[src/rtl/alu_logical_arb_pkg.sv]
// Shared definitions for alu_logical users: op codes, select mapping,
// illegal-op test and the arbiter sequencer state type.
package alu_logical_arb_pkg;

  localparam logic [2:0] OP_AND = 3'd0;
  localparam logic [2:0] OP_OR  = 3'd1;
  localparam logic [2:0] OP_XOR = 3'd2;
  localparam logic [2:0] OP_SLL = 3'd3;
  localparam logic [2:0] OP_SRA = 3'd4;
  localparam logic [2:0] OP_SRL = 3'd5;

  // {sel2,sel1,sel0} patterns understood by alu_logical
  localparam logic [2:0] SEL_AND = 3'b000;
  localparam logic [2:0] SEL_OR  = 3'b001;
  localparam logic [2:0] SEL_XOR = 3'b010;
  localparam logic [2:0] SEL_SLL = 3'b110;
  localparam logic [2:0] SEL_SRA = 3'b100;
  localparam logic [2:0] SEL_SRL = 3'b101;

  typedef enum logic [1:0] {
    ST_IDLE = 2'd0,
    ST_EXEC = 2'd1,
    ST_HOLD = 2'd2
  } arbState_t;

  // Codes 6 and 7 have no unit operation behind them
  function automatic logic isIllegalOp(input logic [2:0] op);
    return (op == 3'd6) || (op == 3'd7);
  endfunction

  // Illegal codes fall back to the AND pattern so the unit still sees a defined select
  function automatic logic [2:0] opToSel(input logic [2:0] op);
    logic [2:0] sel;
    case (op)
      OP_AND:  sel = SEL_AND;
      OP_OR:   sel = SEL_OR;
      OP_XOR:  sel = SEL_XOR;
      OP_SLL:  sel = SEL_SLL;
      OP_SRA:  sel = SEL_SRA;
      OP_SRL:  sel = SEL_SRL;
      default: sel = SEL_AND;
    endcase
    return sel;
  endfunction

endpackage

[src/rtl/alu_logical_arb_rr_arb2.sv]
// Two-way round-robin arbiter. The pointer remembers who won last and
// only moves when the winning request is actually accepted downstream.
module rr_arb2 (
  input  logic       clk,
  input  logic       reset_n,
  input  logic [1:0] req,
  input  logic       accept,
  output logic [1:0] grant
);

  logic r_lastGrant1;

  // Pick the single requester, or the one not served last when both ask
  always_comb begin
    grant = 2'b00;
    case (req)
      2'b01:   grant = 2'b01;
      2'b10:   grant = 2'b10;
      2'b11:   grant = r_lastGrant1 ? 2'b01 : 2'b10;
      default: grant = 2'b00;
    endcase
  end

  // Reset pretends requester 1 won last so requester 0 is favoured first
  always_ff @(posedge clk or negedge reset_n) begin
    if (!reset_n) begin
      r_lastGrant1 <= 1'b1;
    end else if (accept && (grant != 2'b00)) begin
      r_lastGrant1 <= grant[1];
    end
  end

endmodule

[src/rtl/alu_logical_arb.sv]
// Arbiter/sequencer in front of the shared alu_logical unit: grants one of
// two requesters, drives the unit for one cycle from registered operands,
// and returns the registered result over a valid/ready response channel.
module alu_logical_arb
  import alu_logical_arb_pkg::*;
#(
  parameter int WIDTH = 32
) (
  input  logic             clk,
  input  logic             reset_n,
  input  logic             req0_valid,
  output logic             req0_ready,
  input  logic [2:0]       req0_op,
  input  logic [WIDTH-1:0] req0_a,
  input  logic [WIDTH-1:0] req0_b,
  input  logic             req1_valid,
  output logic             req1_ready,
  input  logic [2:0]       req1_op,
  input  logic [WIDTH-1:0] req1_a,
  input  logic [WIDTH-1:0] req1_b,
  output logic             resp_valid,
  input  logic             resp_ready,
  output logic [WIDTH-1:0] resp_data,
  output logic             resp_id,
  output logic             resp_err,
  output logic [WIDTH-1:0] alu_in1,
  output logic [WIDTH-1:0] alu_in2,
  output logic             alu_sel0,
  output logic             alu_sel1,
  output logic             alu_sel2,
  input  logic [WIDTH-1:0] alu_out
);

  arbState_t        r_state;
  arbState_t        w_nextState;
  logic             w_canAccept;
  logic             w_accept;
  logic [1:0]       w_grant;
  logic [2:0]       w_op;
  logic [WIDTH-1:0] r_in1;
  logic [WIDTH-1:0] r_in2;
  logic [2:0]       r_sel;
  logic             r_opId;
  logic             r_opErr;
  logic [WIDTH-1:0] r_respData;
  logic             r_respId;
  logic             r_respErr;

  rr_arb2 u_arb (
    .clk     (clk),
    .reset_n (reset_n),
    .req     ({req1_valid, req0_valid}),
    .accept  (w_accept),
    .grant   (w_grant)
  );

  // A new op may enter when idle, or when the held result leaves this cycle
  always_comb begin
    w_canAccept = reset_n & ((r_state == ST_IDLE) | ((r_state == ST_HOLD) & resp_ready));
    w_accept    = w_canAccept & (|w_grant);
    w_op        = w_grant[1] ? req1_op : req0_op;
  end

  // State register
  always_ff @(posedge clk or negedge reset_n) begin
    if (!reset_n) begin
      r_state <= ST_IDLE;
    end else begin
      r_state <= w_nextState;
    end
  end

  // Next-state logic: one EXEC cycle per op, then hold until consumed
  always_comb begin
    w_nextState = r_state;
    case (r_state)
      ST_IDLE: if (w_accept) w_nextState = ST_EXEC;
      ST_EXEC: w_nextState = ST_HOLD;
      ST_HOLD: if (resp_ready) w_nextState = w_accept ? ST_EXEC : ST_IDLE;
      default: w_nextState = ST_IDLE;
    endcase
  end

  // Handshake outputs derived from state and the current grant
  always_comb begin
    req0_ready = w_canAccept & w_grant[0];
    req1_ready = w_canAccept & w_grant[1];
    resp_valid = (r_state == ST_HOLD);
  end

  // Latch the winner's operands on accept; they keep driving the unit afterwards
  always_ff @(posedge clk or negedge reset_n) begin
    if (!reset_n) begin
      r_in1   <= '0;
      r_in2   <= '0;
      r_sel   <= SEL_AND;
      r_opId  <= 1'b0;
      r_opErr <= 1'b0;
    end else if (w_accept) begin
      r_in1   <= w_grant[1] ? req1_a : req0_a;
      r_in2   <= w_grant[1] ? req1_b : req0_b;
      r_sel   <= isIllegalOp(w_op) ? SEL_AND : opToSel(w_op);
      r_opId  <= w_grant[1];
      r_opErr <= isIllegalOp(w_op);
    end
  end

  // Capture the unit result at the end of EXEC; illegal ops return zero
  always_ff @(posedge clk or negedge reset_n) begin
    if (!reset_n) begin
      r_respData <= '0;
      r_respId   <= 1'b0;
      r_respErr  <= 1'b0;
    end else if (r_state == ST_EXEC) begin
      r_respData <= r_opErr ? '0 : alu_out;
      r_respId   <= r_opId;
      r_respErr  <= r_opErr;
    end
  end

  assign alu_in1   = r_in1;
  assign alu_in2   = r_in2;
  assign alu_sel0  = r_sel[0];
  assign alu_sel1  = r_sel[1];
  assign alu_sel2  = r_sel[2];
  assign resp_data = r_respData;
  assign resp_id   = r_respId;
  assign resp_err  = r_respErr;

endmodule
[config.mk]
export PLATFORM = sky130hd
export DESIGN_NAME = alu_logical_arb
export DESIGN_NICKNAME = d
export VERILOG_FILES = /design/src/rtl/alu_logical_arb_pkg.sv /design/src/rtl/alu_logical_arb_rr_arb2.sv /design/src/rtl/alu_logical_arb.sv
export SDC_FILE = /design/constraint.sdc
export NUM_CORES = 1
export LEC_CHECK = 0
export CAP_MARGIN = 20
export CORE_ASPECT_RATIO = 0.6
export CORE_MARGIN = 3
export CORE_UTILIZATION = 40
export DETAILED_ROUTE_END_ITERATION = 10
export PLACE_DENSITY = 0.78
export SETUP_SLACK_MARGIN = 0.2
export SLEW_MARGIN = 30
export SYNTH_ARGS = -nofsm -noshare
export SYNTH_HDL_FRONTEND = slang
export SYNTH_SLANG_ARGS = --single-unit
[constraint.sdc]
create_clock -name clk -period 2.1 [get_ports clk]
set_input_delay 0.42 -clock clk [delete_from_list [all_inputs] [get_ports clk]]
set_output_delay 0.42 -clock clk [all_outputs]
set_load 0.02 [all_outputs]
==> results of run 1 <==
worst paths after layout:
check	slack (ns)	cells past startpoint	endpoint
worst max-delay path	0.15	4	req1_ready
worst min-delay path	0.20	2	alu_in2[31]$_DFFE_PN0P_
worst max register to register	0.29	5	alu_in1[6]$_DFFE_PN0P_
worst min register to register	0.48	2	resp_data[5]$_DFFE_PN0N_
max in group asynchronous	0.88	3	alu_in2[25]$_DFFE_PN0P_
min in group clk	0.48	2	resp_data[5]$_DFFE_PN0N_
power breakdown:
group	leakage [nW]	internal, mW	switching, mW
Combinational	2.16	2.01	2.10
Clock	0.161	1.09	0.790
Sequential	1.32	2.66	0.384
registers in the layout, summed over array words and instances (netlist names):
register            count
alu_in2                32
u_arb.r_lastGrant1      1
r_state                 2
resp_err                1
r_opErr                 1
alu_in1                32
r_sel                   3
r_opId                  1
resp_data              32
resp_id                 1
per-layer routing:
layer,vias to the layer above,routed length [µm],track usage [%]
met4,0,381,8.74
li1,2538,-,-
met5,-,0,0
met2,257,9240,41.3
met3,31,1810,8.16
met1,2697,8160,32.0
stage by stage:
stage	hold WS [ns]	TNS, ns	util, %	setup slack [ns]	power [mW]
after floorplan	0.124	0	-	0.160	4.96
after global placement	0.460	-6.41	63.9	-0.297	6.90
after detailed placement	0.475	-8.36	63.9	-0.306	7.02
after CTS	0.213	0	67.1	0.110	9.01
after global routing	0.239	0	68.0	0.0984	9.51
final	0.203	0	68.0	0.150	9.04
cell type report:
| type | count | area [µm²] |
|---|---|---|
| Clock buffer | 10 | 239 |
| Clock inverter | 6 | 96.3 |
| Sequential cell | 106 | 2650 |
| Timing Repair Buffer | 307 | 3090 |
| Inverter | 3 | 11.3 |
| Fill cell | 975 | 4140 |
| Antenna cell | 3 | 7.51 |
| Multi-Input combinational cell | 387 | 2480 |
| Tap cell | 170 | 213 |
cell families after synthesis:
family                 Yosys count  share of synthesized area (%)
AO/OA/AOI/OAI                  239                           31.8
buffers and inverters           66                           5.20
flip-flops                     106                           49.7
multiplexers                     6                           1.22
AND/OR/NAND/NOR                142                           12.1
cells in the mapped netlist:
library cell / n
o21ai_0: 33
mux2_2: 4
o31a_1: 1
o31ai_1: 126
o32a_1: 1
or3_1: 1
buf_2: 3
dfstp_2: 1
a21boi_2: 1
buf_1: 5
nand2b_1: 36
nor2b_1: 2
nor2_1: 65
dfrtp_1: 105
a31o_2: 1
o211a_1: 1
a21oi_1: 65
buf_6: 2
nand2b_4: 1
mux2i_1: 2
buf_8: 1
nand2_1: 34
and3b_1: 1
o31ai_4: 10
nor3_1: 2
inv_1: 3
clkbuf_1: 52
cell usage in the layout (no fill, tap or decap), types with 2 or more instances in the layout:
| cell type | netlist | routed |
|---|---|---|
| buf_6 | 2 | 5 |
| a21oi_1 | 65 | 64 |
| dfrtp_1 | 105 | 105 |
| inv_1 | 3 | 3 |
| buf_12 | 0 | 3 |
| nor2_1 | 65 | 64 |
| nand2_1 | 34 | 33 |
| nand2b_4 | 1 | 2 |
| o21ai_0 | 33 | 33 |
| bufinv_16 | 0 | 2 |
| clkdlybuf4s50_1 | 0 | 267 |
| clkbuf_16 | 0 | 10 |
| diode_2 | 0 | 3 |
| dlygate4sd2_1 | 0 | 3 |
| nand2b_1 | 36 | 34 |
| o31ai_1 | 126 | 126 |
| o31ai_4 | 10 | 10 |
| mux2i_1 | 2 | 2 |
| mux2_2 | 4 | 4 |
| buf_4 | 0 | 25 |
repair_timing:
action | 4_1_cts | 5_1_grt
pin swaps | 2 | 1
gates resized for setup | 16 | 5
cloned | 1 | 1
endpoints found under the setup margin | 16 | 2
buffers inserted | 2 | 6
==> out/results.tsv, run 1 <==
metric	value	unit
routed_wl	19.6	mm
syn_inst	559	
vias_per_cell	5.57	
first_global_vias	5616	
avgSynthCellArea	9.56	µm²
synth_area_leaders	dfrtp_1 (49%), o31ai_1 (18%), a21oi_1 (6.1%)	
holdBufCountCts	0	
yosysWarnings	0	
synth.distinct_cells	27	
h-tree-depth	3	
slowest_delay	0.41	ns
hpwl	13.3	mm
first_iter_violations	278	
fmax	513	MHz
worst_slew_pin_slew	0.898	ns
reg2reg_from	r_state[0]$_DFFE_PN0P_	
num_rows	32	
finalHoldViolations	0	
end_kind	output pin	
grt_pass1_wl	29.8	mm
p_per_area	1030	nW/µm²
crit_fanout	4	
fp.dieW	155	µm
firstDrtPassIters	4	
antenna_found_initial	2	
crit_family	simple AND/OR/NAND/NOR gates	
nets	985	
slowest_stage	dfrtp_1	
wl_per_cell	19.7	µm
critical_path.startpoint_type	flop	
area_growth	64.6	%
crit_type	reg -> out	
max-vdd-ir-drop	0.520	mV
synth_area_leader_cell	dfrtp_1	
grt_remaining_overflow	0	
maxCapViolations	0	
fin_crit_sh	92.9	%
p_leak	3.64	nW
crit_chain	nand2b_4 -> or3_4 -> a21oi_4 -> buf_6	
dieHeight	95.5	µm
finalNonFillerCells	992	
final_layout_size_suffix_gt1_share	9.65	%
grt_setup_unrepaired	yes	
remaining_drc_errors	0	
ant_nets	0	
synth_area	5340	µm²
critPathArrivalTime	1.53	ns
synth_seq_cells	106	
initial_core_util	41.3	%
synth_top_area_share	49.2	%
clk_path_buf_depth	2	
syn-num-nets	730	
period_needed	1.95	ns
hold_path.class	in -> async	
startpoint	r_state[0]$_DFFE_PN0P_	
max-slew-margin-rel	40.1	%
cts_buffers	9	
status	completed	
placed_area	8260	µm²
cp.required	1.68	ns
portBuffers	274	
die_area	14800	µm²
grt_usage	25.3	%
critPathBufInv	1	
clk_root_buffer_cell	clkbuf_16	
dp_cells	963	
core	12900	µm²
clock_latency	0.34	ns
clock-sinks	106	
setup_viol	0	
ys_seq_area_share	49.7	%
cts_tree	built	
gp_congestion	0.816	
grt_max_degree	70	
final_area	8790	µm²
clk_pin_slew	0.07	ns
vias	5523	
num_io_pins	275	
slew_violations	0	
finClkSkew	0.00910	ns
No activity file was read; power rests on OpenSTA's default activity.
==> run 2: changes to the inputs <==
- CTS_CLUSTER_SIZE: not set -> 25
==> results of run 2 <==
Final layout, timing and power as in run 1 (identical DEF).
